<file path="src/rtl/spi_word_master.sv">
// SPI mode-0 host: parallel command words out on COPI, MSB first,
// with the word seen on CIPO during the same frame returned on rx_data.
//
// Ports:
//   CLK, RESET       system clock, synchronous active-high reset
//   tx_data/tx_last  word to send; tx_last releases CS after this word
//   tx_valid/ready   input handshake (ready only in IDLE and GAP)
//   rx_data/valid    captured word, one-cycle pulse per frame
//   busy             CS low or CS idle gap in progress
//   SCK, CS, COPI    serial outputs (SCK idles low, CS active low)
//   CIPO             serial input
module spi_word_master #(
  parameter int WORD_W   = 64,
  parameter int HALF_DIV = 4,
  parameter int CS_SETUP = 2,
  parameter int CS_IDLE  = 4
) (
  input  logic              CLK,
  input  logic              RESET,
  input  logic [WORD_W-1:0] tx_data,
  input  logic              tx_last,
  input  logic              tx_valid,
  output logic              tx_ready,
  output logic [WORD_W-1:0] rx_data,
  output logic              rx_valid,
  output logic              busy,
  output logic              SCK,
  output logic              CS,
  output logic              COPI,
  input  logic              CIPO
);

  localparam int M1    = (HALF_DIV > CS_SETUP) ? HALF_DIV : CS_SETUP;
  localparam int CMAX  = (M1 > CS_IDLE) ? M1 : CS_IDLE;
  localparam int CNT_W = $clog2(CMAX);
  localparam int BIT_W = $clog2(WORD_W);

  localparam logic [CNT_W-1:0] HALF_LD  = CNT_W'(HALF_DIV - 1);
  localparam logic [CNT_W-1:0] SETUP_LD = CNT_W'(CS_SETUP - 1);
  localparam logic [CNT_W-1:0] IDLE_LD  = CNT_W'(CS_IDLE - 1);
  localparam logic [BIT_W-1:0] BIT_LD   = BIT_W'(WORD_W - 1);

  typedef enum logic [2:0] {
    S_IDLE,
    S_SETUP,
    S_LO,
    S_HI,
    S_GAP,
    S_WAIT
  } state_t;

  state_t            state_q, state_d;
  logic [CNT_W-1:0]  cnt_q, cnt_d;
  logic [BIT_W-1:0]  bit_q, bit_d;
  logic [WORD_W-1:0] tx_q, tx_d;
  logic [WORD_W-1:0] rx_q, rx_d;
  logic [WORD_W-1:0] rxd_q, rxd_d;
  logic              last_q, last_d;
  logic              rxv_q, rxv_d;
  logic              cs_low;
  logic              accept;

  assign cs_low = state_q inside {S_SETUP, S_LO, S_HI, S_GAP};
  assign SCK    = (state_q == S_HI);
  assign CS     = ~cs_low;
  // tx_q MSB is the bit on the wire; it only moves on SCK fall or load.
  assign COPI   = cs_low & tx_q[WORD_W-1];
  assign busy   = (state_q != S_IDLE);
  assign tx_ready = ~RESET &
                    ((state_q == S_IDLE) || (state_q == S_GAP));
  assign accept = tx_valid & tx_ready;
  assign rx_data  = rxd_q;
  assign rx_valid = rxv_q;

  always_ff @(posedge CLK) begin
    if (RESET) begin
      state_q <= S_IDLE;
      cnt_q   <= '0;
      bit_q   <= '0;
      tx_q    <= '0;
      rx_q    <= '0;
      rxd_q   <= '0;
      last_q  <= 1'b0;
      rxv_q   <= 1'b0;
    end else begin
      state_q <= state_d;
      cnt_q   <= cnt_d;
      bit_q   <= bit_d;
      tx_q    <= tx_d;
      rx_q    <= rx_d;
      rxd_q   <= rxd_d;
      last_q  <= last_d;
      rxv_q   <= rxv_d;
    end
  end

  always_comb begin
    state_d = state_q;
    cnt_d   = cnt_q;
    bit_d   = bit_q;
    tx_d    = tx_q;
    rx_d    = rx_q;
    rxd_d   = rxd_q;
    last_d  = last_q;
    rxv_d   = 1'b0;
    unique case (state_q)
      S_IDLE: begin
        if (accept) begin
          tx_d    = tx_data;
          last_d  = tx_last;
          bit_d   = BIT_LD;
          cnt_d   = SETUP_LD;
          state_d = S_SETUP;
        end
      end
      S_SETUP: begin
        if (cnt_q == '0) begin
          cnt_d   = HALF_LD;
          state_d = S_LO;
        end else begin
          cnt_d = cnt_q - 1'b1;
        end
      end
      S_LO: begin
        if (cnt_q == '0) begin
          // SCK rises on this edge: capture CIPO.
          rx_d    = {rx_q[WORD_W-2:0], CIPO};
          cnt_d   = HALF_LD;
          state_d = S_HI;
        end else begin
          cnt_d = cnt_q - 1'b1;
        end
      end
      S_HI: begin
        if (cnt_q == '0) begin
          if (bit_q == '0) begin
            // Final fall: no shift, so COPI keeps the last bit in GAP.
            rxd_d = rx_q;
            rxv_d = 1'b1;
            if (last_q) begin
              cnt_d   = IDLE_LD;
              state_d = S_WAIT;
            end else begin
              state_d = S_GAP;
            end
          end else begin
            tx_d    = {tx_q[WORD_W-2:0], 1'b0};
            bit_d   = bit_q - 1'b1;
            cnt_d   = HALF_LD;
            state_d = S_LO;
          end
        end else begin
          cnt_d = cnt_q - 1'b1;
        end
      end
      S_GAP: begin
        if (accept) begin
          tx_d    = tx_data;
          last_d  = tx_last;
          bit_d   = BIT_LD;
          cnt_d   = HALF_LD;
          state_d = S_LO;
        end
      end
      S_WAIT: begin
        if (cnt_q == '0) begin
          state_d = S_IDLE;
        end else begin
          cnt_d = cnt_q - 1'b1;
        end
      end
      default: state_d = S_IDLE;
    endcase
  end

endmodule

</file>
<file path="config.mk">
export PLATFORM = sky130hd
export DESIGN_NAME = spi_word_master
export DESIGN_NICKNAME = d
export VERILOG_FILES = /design/src/rtl/spi_word_master.sv
export SDC_FILE = /design/constraint.sdc
export NUM_CORES = 1
export LEC_CHECK = 0
export BUFFER_PORTS_ARGS = -buffer_cell sky130_fd_sc_hd__buf_2
export CORE_MARGIN = 1.5
export CORE_UTILIZATION = 32
export DETAILED_ROUTE_END_ITERATION = 6
export PLACE_DENSITY = 0.52
export SYNTH_ARGS = -nofsm -noshare
export SYNTH_HDL_FRONTEND = slang
export SYNTH_SLANG_ARGS = --single-unit
export TNS_END_PERCENT = 100
</file>
<file path="constraint.sdc">
create_clock -name CLK -period 1.94 [get_ports CLK]
set_input_delay 0.291 -clock CLK [delete_from_list [all_inputs] [get_ports CLK]]
set_output_delay 0.291 -clock CLK [all_outputs]
set_load 0.02 [all_outputs]
</file>
==> results of run 1 <==
==> state kept, by name (all words and copies together) (netlist names) <==
signal    cells
rx_data      64
rx_q         64
tx_q         64
bit_q         6
state_q       3
cnt_q         2
last_q        1
rx_valid      1
==> worst max-delay path, cell delays in order, from the launching register on <==
cell	delay, ns
dfxtp_2	0.32
inv_2	0.07
ha_4	0.13
or4b_4	0.49
buf_6	0.14
o21ai_4	0.19
buf_6	0.15
buf_12	0.10
buf_12	0.13
o221ai_2	0.10
nor2_1	0.11
==> worst min path at each step <==
stage	slack, ns	cells past startpoint	from	to
after global placement	0.44	2	rx_data[37]	rx_data[37]
final	0.05	3	tx_data[0]	tx_q[0]
after floorplan	0.39	2	tx_last	last_q
after global routing	0.05	3	CIPO	rx_q[0]
after CTS	0.03	3	CIPO	rx_q[0]
after detailed placement	0.44	2	rx_data[57]	rx_data[57]
==> final cells by class <==
type,count,area [um^2]
flip-flops and latches,205,4120
fillers,2496,13800
clock buffers,36,686
clock inverters,7,71.3
multi-input cells,647,3560
repair buffers,213,1680
inverters,11,41.3
well taps,324,405
==> placed cells by master (no fill, tap or decap), types with 3 or more instances in the layout <==
cell and count:
o221ai_1 40, nor2_2 61, a31oi_1 4, a21oi_1 119
inv_2 3, nand2_1 262, clkbuf_8 4, nor2_1 72
buf_4 41, dfxtp_4 3, buf_2 134, buf_6 11
buf_16 3, clkbuf_1 8, inv_1 8, clkinv_2 5
buf_12 13, buf_8 3, dfxtp_1 200, a21oi_2 14
clkbuf_16 31, o221ai_2 21
==> synthesized netlist by cell type, drive strengths merged, types with 2 or more instances <==
cell type,n
a21oi,133
a222oi,2
a31oi,4
buf,36
clkbuf,41
dfxtp,205
ha,3
inv,11
mux2i,2
nand2,263
nand3,2
nand4,2
nand4b,2
nor2,133
nor2b,2
nor3,4
nor4,3
nor4b,4
o21ai,4
o221ai,61
o32ai,2
or3,3
or4b,3
==> metal layers <==
| metal | up-vias | track usage (%) |
|---|---|---|
| met4 | 0 | 3.62 |
| li1 | 3525 | - |
| met5 | - | 0 |
| met2 | 137 | 25.1 |
| met1 | 3261 | 21.1 |
| met3 | 17 | 2.48 |
==> power by group <==
group	internal [mW]	switching (mW)	leakage, nW
Sequential	4.64	0.307	1.67
Combinational	1.42	1.72	1.95
Clock	2.57	1.73	0.375
==> cells by family (layout without fill, tap and decap cells) <==
logic type | after synthesis | after routing
buffers and inverters | 88 | 267
and+or+nand+nor | 426 | 426
muxes | 2 | 2
DFF | 205 | 205
AOI/OAI and AO/OA | 216 | 216
adders and majority gates | 3 | 3
==> through the flow <==
stage	hold slack (ns)	power, mW	cell area [um^2]	util [%]
2_1_floorplan	0.390	6.86	7970	-
5_1_grt	0.0490	13.1	10600	43.3
6_report	0.0495	12.4	10600	43.3
3_3_place_gp	0.440	7.72	9100	37.3
3_5_place_dp	0.444	7.74	9100	37.3
4_1_cts	0.0295	12.4	10200	41.8
==> timing repair <==
item | in CTS | in global routing
gates cloned | 4 | 9
pin swaps | 36 | 40
endpoints found under the setup margin | 137 | 162
gates resized for setup | 30 | 39
hold endpoints to repair | 1 | 0
setup buffers | 13 | 6
hold buffers | 1 | 0
==> summary.txt, run 1 <==
Route
  • Routed met3 length: 967 um
  • Met2 WL: 9.48 mm
  • Post-Route WL: 21.0 mm
  • First DRT Iteration DRCs: 494
  • DR vias/cell: slightly below 5
  • Antenna Nets Post-Route: 0
  • Drt pass-1 iters: 4
  • Wire per inst: 14.6 um
  • Uppermost layer routed: met4
  • Routed via count: 6,940
  • DRT met1 WL: 10.3 mm
  • DRC Markers: 0

Synth
  • Top post-synthesis cells by area: dfxtp_1 52%, nand2_1 12%, a21oi_1 8.4%
  • Combinational family with the most area after synthesis: simple AND/OR/NAND/NOR gates
  • Post-Synth Adder-Cell Area: 0.471%
  • Yosys top cell area share: 51.5%
  • Register area share after synthesis: 51.5%
  • Syn Inst Count: 940
  • Mux share of post-synthesis cell area: less than 1%
  • XOR/XNOR share of the synthesized area: 0%
  • Distinct cells, synth: 50
  • Synthesized area per cell: 8.48 um^2
  • Post-synthesis simple-gate area fraction: 23.6%
  • Mapped Area: 7970 um^2
  • Area leader, netlist: dfxtp_1
  • Yosys reg bits: a little over 200
  • Yosys Warn Count: 0
  • Compound-Gate Fraction of Synth Area: 18.1%
  • Post-synth EDFFs: 0
  • Async set-reset flop share out of synthesis: 0%
  • Net Count, Synth: 1,012
  • Ys flop type: dfxtp_1

Worst setup path
  • Worst Setup SP: bit_q[1]
  • Critical R2R Launch: bit_q[1]
  • Worst EP required: 2.39 ns
  • Max FO, Critical Path: 8
  • Worst reg-to-reg path cell count: 10
  • Critical path destination: tx_q[21]
  • Crit path DAT: 2.44 ns
  • CP endpoint kind: flop
  • Startpoint types: flop
  • FF-to-FF End: tx_q[21]
  • Setup CP Type: reg -> reg
  • Worst R2R Setup Slack: -0.05 ns

STA
  • Final-report setup violation count: 78
  • Clk_skew: 0.00811 ns
  • Final count of hold timing violations: 0
  • RSZ-0062 raised after global routing: yes
  • Rel. slew slack: between 40 and 50%
  • Slew @ Worst Pin: 0.764 ns
  • Setup TNS: -1.83 ns
  • Final min period: 1.99 ns
  • Fmax: 502 MHz
  • Slew Viols, Final: 0
  • Tcrit/Tclk final: 103%
  • Final WS setup: -0.0520 ns

Floorplan
  • Die H: 161 um
  • Core Footprint: 24,400 um^2
  • Die ar.: ~26,000 um^2
  • Die width: between 150 and 200 um
  • Io pins: roughly 140
  • Site Rows: 57
  • Initial Util: 32.7%

Power
  • PwrDens: 1170 nW/um^2
  • Leakage power: roughly 4 nW
  • Peak supply drop: 590 uV

GRT
  • GRT overflow: 0
  • Initial antenna violation count: 0
  • Vias in the first global route: ~6,500
  • Total GRT Usage: between 10% and 20%
  • First-pass GRT wire length: 33.1 mm
  • Largest net degree at the start of global routing: 71

Finish
  • Non-Filler Instances: 1,443
  • Antenna diodes: 0
  • Synthesis-to-layout area growth: 32.5%
  • Layout cell share with drive strength beyond 1: 32.8%
  • Net count, final: approximately 1,200

Placement
  • HPWL after detailed placement: approximately 12 mm
  • Port bufs: around 140
  • GPL Wtd Cong: 0.757
  • DP Worst Slack: -0.0889 ns
  • Placed instance count: ~1,400

Clocking
  • Bufs on Longest Clock Path: 3
  • Clock latency at the later pin of the worst-skew pair: between 0.5 and 0.6 ns
  • TritonCTS buffer count: 24
  • CTS tree: done
  • Clock transition at the registers of the reported paths: about 0.06 ns
  • Clock sinks: 205
  • Root Driver: clkbuf_16
  • H-tree depth: 1

Job
  • # Max-Cap Violations: 0

Run status
  • Status: finished, violations left
  • Failing checks: negative setup slack

Worst hold path
  • Worst Hold Class: in -> reg
(Power assumes the default switching activity.)
==> run 2: changes to the inputs <==
Settings changed: CORE_ASPECT_RATIO set to 0.9.
==> summary.txt, run 2 (synthesis results as in run 1) <==
Power
  • Sequential power share: 39.4% (was 39.9%)
  • Total internal power: 8.78 mW (was 8.63 mW)
  • PwrDens: 1200 nW/um^2 (was 1170 nW/um^2)
  • Net Sw Frac: 29.7% (was 30.3%)
  • Clock group share of total power: 37.0% (was 34.7%)
  • Comb power frac: 23.6% (was 25.4%)
  • Leakage power: 3.94 nW (was 4.00 nW)
  • P_sw: 3.71 mW (was 3.75 mW)
  • Peak supply drop: 446 uV (was 590 uV)

Finish
  • Final Core Density: 42.6% (was 43.3%)
  • Layout cell share with drive strength beyond 1: 33.2% (was 32.8%)
  • Most frequent cells in the layout: 249 x nand2_1, 200 x dfxtp_1, 136 x buf_2 (was 262 x nand2_1, 200 x dfxtp_1, 134 x buf_2)
  • Net count, final: 1,151 (was 1,174)
  • Non-Filler Instances: 1,403 (was 1,443)
  • Antenna diodes: 0 (unchanged)
  • Commonest non-fill, non-tap cell in the layout: nand2_1 (unchanged)
  • Synthesis-to-layout area growth: 30.2% (was 32.5%)

Clocking
  • CTS tree: done (unchanged)
  • Clock transition at the registers of the reported paths: 0.06 ns (about the same)
  • Clock latency at the later pin of the worst-skew pair: 0.50 ns (was 0.51 ns)
  • H-tree depth: 1 (unchanged)
  • Bufs on Longest Clock Path: 3 (unchanged)
  • Clock sinks: 205 (unchanged)
  • Root Driver: clkbuf_16 (unchanged)
  • TritonCTS buffer count: 23 (was 24)

STA
  • Hold WS: 0.0471 ns (was 0.0495 ns)
  • Final-report setup violation count: 4 (was 78)
  • RSZ-0062 raised after global routing: yes (unchanged)
  • Rel. slew slack: 25.1% (was 49.1%)
  • Fmax: 509 MHz (was 502 MHz)
  • Final min period: 1.97 ns (was 1.99 ns)
  • Final count of hold timing violations: 0 (unchanged)
  • Tcrit/Tclk final: 101% (was 103%)
  • Final WS setup: -0.0252 ns (was -0.0520 ns)
  • Clk_skew: 0.0177 ns (was 0.00811 ns)
  • Slew @ Worst Pin: 1.12 ns (was 0.764 ns)
  • Slew Viols, Final: 0 (unchanged)

Worst hold path
  • Hold depth: 3 (unchanged)
  • Hold path start: CIPO (was tx_data[0])
  • Worst Hold Class: in -> reg (unchanged)
  • WHS Endpoint: rx_q[0] (was tx_q[0])

Worst setup path
  • Max FO, Critical Path: 9 (was 8)
  • Delay-heaviest family, CP: simple AND/OR/NAND/NOR gates (unchanged)
  • WP buf/inv: 4 (was 5)
  • CP endpoint kind: flop (unchanged)
  • Worst R2R Setup Slack: -0.03 ns (was -0.05 ns)
  • Worst reg-to-reg path cell count: 9 (was 10)
  • Worst EP required: 2.35 ns (was 2.39 ns)
  • Crit path DAT: 2.37 ns (was 2.44 ns)
  • FF-to-FF End: rx_data[61] (was tx_q[21])
  • Startpoint types: flop (unchanged)
  • CP max-delay cell: or4b_4 (unchanged)
  • CP peak stage delay: 0.49 ns (about the same)
  • Critical R2R Launch: bit_q[0] (was bit_q[1])
  • Setup CP Type: reg -> reg (unchanged)
  • CP Cell Sequence: inv_2 > ha_4 > or4b_4 > buf_6 > nor3_4 > buf_12 > clkbuf_16 > nand2_1 > a21oi_1 (was inv_2 > ha_4 > or4b_4 > buf_6 > o21ai_4 > buf_6 > buf_12 > buf_12 > o221ai_2 > nor2_1)

Run status
  • Status: finished, violations left (unchanged)
  • Failing checks: negative setup slack (unchanged)

GRT
  • GRT overflow: 0 (unchanged)
  • Total GRT Usage: 14.7% (was 15.3%)
  • First-pass GRT wire length: 31.9 mm (was 33.1 mm)
  • Initial antenna violation count: 0 (unchanged)
  • Largest net degree at the start of global routing: 96 (was 71)
  • Vias in the first global route: 6,158 (was 6,519)

Floorplan
  • Core Footprint: 24,300 um^2 (was 24,400 um^2)
  • Die H: 153 um (was 161 um)
  • Initial Util: 32.8% (was 32.7%)
  • Die width: 169 um (was 161 um)
  • Io pins: 139 (unchanged)
  • Die ar.: 25,900 um^2 (about the same)
  • Site Rows: 54 (was 57)

Route
  • Drt pass-1 iters: 5 (was 4)
  • Routed via count: 6,821 (was 6,940)
  • DRC Markers: 0 (unchanged)
  • DR vias/cell: 4.86 (was 4.81)
  • First DRT Iteration DRCs: 438 (was 494)
  • Post-Route WL: 20.6 mm (was 21.0 mm)
  • Wire per inst: 14.7 um (was 14.6 um)
  • Antenna Nets Post-Route: 0 (unchanged)

Placement
  • Placed instance count: 1,346 (was 1,368)
  • HPWL after detailed placement: 11.5 mm (was 12.0 mm)
  • GPL Wtd Cong: 0.701 (was 0.757)
  • Port bufs: 138 (unchanged)

Job
  • # Max-Cap Violations: 0 (unchanged)
[run 2: worst register-to-register path: stages (launching register included)]
cell and delay (ns):
dfxtp_2 0.32, inv_2 0.07, ha_4 0.13, or4b_4 0.49, buf_6 0.16, nor3_4 0.14
buf_12 0.20, clkbuf_16 0.18, nand2_1 0.05, a21oi_1 0.15
[run 2: cell type report]
class | count | area (um^2)
clock buffers | 30 | 652
flip-flops and latches | 205 | 4120
multi-input cells | 647 | 3600
clock inverters | 11 | 161
inverters | 11 | 41.3
fillers | 2487 | 13900
well taps | 308 | 385
repair buffers | 191 | 1420
[run 2: repair_timing]
item,CTS,global route
cloned,1,7
endpoints found under the setup margin,126,181
resized for setup,22,61
hold endpoints to repair,1,0
hold buffers,1,0
pin swaps,2,12
setup buffers,5,2
[run 2: how the worst max path moves through the flow]
stage	startpoint	endpoint	cells past startpoint
after floorplan	bit_q[0]	tx_q[53]	9
after global placement	bit_q[0]	cnt_q[0]	8
after detailed placement	bit_q[0]	rx_data[56]	8
after CTS	bit_q[1]	bit_q[0]	7
after global routing	bit_q[0]	rx_data[61]	9
final	bit_q[0]	rx_data[61]	9
[run 2: stage by stage]
step	instance area, um^2	total power, mW	worst slack, ns	setup TNS [ns]
after floorplan	7970	6.86	0.0441	0
after global placement	9020	7.62	-0.0895	-4.39
after detailed placement	9020	7.63	-0.167	-9.21
after CTS	9990	12.5	-0.0217	-0.124
after global routing	10400	13.2	-0.0944	-4.36
final	10400	12.5	-0.0252	-0.0372
[run 2: per-layer routing]
metal,vias up,wire [um],track usage (%)
li1,3475,-,-
met1,3207,10200,20.7
met2,112,9190,23.4
met3,27,815,2.42
met4,0,390,3.83
met5,-,0,0
[run 2: power groups by stage]
stage / combinational (mW) / clock [mW] / sequential [mW]
6_report: 2.95 / 4.62 / 4.92
5_1_grt: 3.27 / 4.93 / 4.97
4_1_cts: 2.79 / 4.77 / 4.92
3_5_place_dp: 2.63 / 0 / 5.01
3_3_place_gp: 2.61 / 0 / 5.00
2_1_floorplan: 1.93 / 0 / 4.93
==> run 3: changes to the inputs <==
Settings changed: CORE_UTILIZATION 32 to 38, PLACE_DENSITY 0.52 to 0.62.
==> summary.txt, run 3 (synthesis results as in run 1) <==
Run status
  • Status: finished, violations left (unchanged)
  • Failing checks: negative setup slack (unchanged)

Floorplan
  • Site Rows: 50 (was 54)
  • Core Footprint: 20,700 um^2 (was 24,300 um^2)
  • Die ar.: 21,800 um^2 (was 25,900 um^2)
  • Io pins: 139 (unchanged)
  • Initial Util: 38.5% (was 32.8%)
  • Die H: 140 um (was 153 um)
  • Die width: 156 um (was 169 um)

Finish
  • Commonest non-fill, non-tap cell in the layout: nand2_1 (unchanged)
  • Post-route cell area: 10,700 um^2 (was 10,400 um^2)
  • Multi-input logic area: 3840 um^2 (was 3600 um^2)
  • Net count, final: 1,155 (was 1,151)
  • Most frequent cells in the layout: 251 x nand2_1, 201 x dfxtp_1, 135 x buf_2 (was 249 x nand2_1, 200 x dfxtp_1, 136 x buf_2)
  • Number of fill cells: 1,945 (was 2,487)
  • Layout cell share with drive strength beyond 1: 35.6% (was 33.2%)
  • Final Core Density: 51.4% (was 42.6%)
  • Synthesis-to-layout area growth: 33.7% (was 30.2%)
  • Sequential standard cell area: 4110 um^2 (was 4120 um^2)
  • Non-Filler Instances: 1,383 (was 1,403)
  • Antenna diodes: 0 (unchanged)

Route
  • Antenna Nets Post-Route: 0 (unchanged)
  • Wire per inst: 14.9 um (was 14.7 um)
  • Routed via count: 6,962 (was 6,821)
  • DR vias/cell: 5.03 (was 4.86)
  • DRC Markers: 0 (unchanged)
  • Post-Route WL: 20.6 mm (about the same)
  • First DRT Iteration DRCs: 388 (was 438)
  • Drt pass-1 iters: 4 (was 5)

Placement
  • Port bufs: 138 (unchanged)
  • HPWL after detailed placement: 11.0 mm (was 11.5 mm)
  • GPL Wtd Cong: 0.723 (was 0.701)
  • Dpl cell area: 8970 um^2 (was 9020 um^2)
  • DP Worst Slack: -0.104 ns (was -0.167 ns)
  • Placed instance count: 1,321 (was 1,346)

Power
  • Leakage power: 4.11 nW (was 3.94 nW)
  • Overall Power: 12.4 mW (was 12.5 mW)
  • PwrDens: 1160 nW/um^2 (was 1200 nW/um^2)
  • Peak supply drop: 518 uV (was 446 uV)

GRT
  • Vias in the first global route: 6,362 (was 6,158)
  • Total GRT Usage: 17.1% (was 14.7%)
  • GRT overflow: 0 (unchanged)
  • Initial antenna violation count: 0 (unchanged)
  • Largest net degree at the start of global routing: 66 (was 96)
  • First-pass GRT wire length: 31.4 mm (was 31.9 mm)

Worst setup path
  • Worst EP required: 2.31 ns (was 2.35 ns)
  • Setup CP Type: reg -> reg (unchanged)
  • CP peak stage delay: 0.49 ns (about the same)
  • Max FO, Critical Path: 25 (was 9)
  • Startpoint types: flop (unchanged)
  • WP buf/inv: 2 (was 4)
  • Delay-heaviest family, CP: simple AND/OR/NAND/NOR gates (unchanged)
  • CP max-delay cell: or4b_4 (unchanged)
  • CP endpoint kind: flop (unchanged)
  • CP Cell Sequence: inv_2 > ha_4 > or4b_4 > o32a_2 > buf_12 > mux2i_1 > nor2_1 (was inv_2 > ha_4 > or4b_4 > buf_6 > nor3_4 > buf_12 > clkbuf_16 > nand2_1 > a21oi_1)
  • Crit path DAT: 2.39 ns (was 2.37 ns)

STA
  • Slew Viols, Final: 0 (unchanged)
  • Tcrit/Tclk final: 104% (was 101%)
  • Slew @ Worst Pin: 0.703 ns (was 1.12 ns)
  • Final WS setup: -0.0840 ns (was -0.0252 ns)
  • Final count of hold timing violations: 0 (unchanged)
  • Final-report setup violation count: 61 (was 4)
  • RSZ-0062 raised after global routing: yes (unchanged)
  • Clk_skew: 0.0101 ns (was 0.0177 ns)
  • Fmax: 494 MHz (was 509 MHz)
  • Rel. slew slack: 53.1% (was 25.1%)
  • Final min period: 2.02 ns (was 1.97 ns)

Clocking
  • Clock sinks: 205 (unchanged)
  • Clock latency at the later pin of the worst-skew pair: 0.50 ns (about the same)
  • H-tree depth: 1 (unchanged)
  • Bufs on Longest Clock Path: 3 (unchanged)
  • Clock transition at the registers of the reported paths: 0.06 ns (about the same)
  • Root Driver: clkbuf_16 (unchanged)
  • CTS tree: done (unchanged)
  • TritonCTS buffer count: 23 (unchanged)

Worst hold path
  • Worst Hold Class: in -> reg (unchanged)

Job
  • # Max-Cap Violations: 0 (unchanged)
==> run 3: cell count changes in the layout (fill, tap and decap cells not counted), sizes merged <==
cell	change
bufinv	-3
clkbuf	+7
clkinv	-2
clkinvlp	-1
dlymetal6s2s	+1
==> run 3: worst paths after layout <==
path         slack [ns]          end  cells past startpoint         from
max               -0.08     bit_q[0]                      7     bit_q[0]
min                0.03      rx_q[0]                      3         CIPO
max reg2reg       -0.08     bit_q[0]                      7     bit_q[0]
min reg2reg        0.45  rx_data[13]                      2  rx_data[13]
==> run 3: area by class of cell <==
class / instances / area share, %
tap: 286 / 3.36
clock buffer: 34 / 6.54
timing repair buffer: 195 / 14.5
inverter: 11 / 0.388
multi-input combinational: 647 / 36.1
sequential: 205 / 38.6
clock inverter: 5 / 0.540
==> run 3: power breakdown <==
part	internal (mW)	leakage [nW]	switching [mW]	total (mW)
Clock	2.61	0.375	1.70	4.31
Sequential	4.64	1.67	0.357	4.99
Combinational	1.36	2.07	1.75	3.10
Total	8.60	4.11	3.80	12.4
==> run 3: repair_timing <==
item,CTS,global route
pin swaps,3,73
hold endpoints to repair,1,0
cloned,1,14
setup endpoints to repair,115,151
setup buffers,1,6
hold buffers,1,0
gates resized for setup,7,116
==> run 3: routing by layer <==
| metal | GRT usage, % | share of wire [%] | vias to the layer above |
|---|---|---|---|
| met5 | 0 | 0 | - |
| met4 | 3.96 | 1.7 | 0 |
| met3 | 3.03 | 4.5 | 25 |
| met2 | 28.2 | 47 | 143 |
| met1 | 23.2 | 46 | 3316 |
| li1 | - | - | 3478 |
==> run 3: stage by stage <==
stage / setup TNS [ns] / hold slack, ns
after detailed placement: -4.91 / 0.444
after global routing: -7.71 / 0.0302
after CTS: -2.38 / 0.0146
after global placement: -0.932 / 0.441
after floorplan: 0 / 0.390
final: -1.17 / 0.0280
==> run 3: worst min-delay path: cells and delay by family <==
| family | cells | cell delay [ns] |
|---|---|---|
| AOI/OAI and AO/OA | 1 | 0.05 |
| buffers and inverters | 1 | 0.09 |
| and+or+nand+nor | 1 | 0.05 |
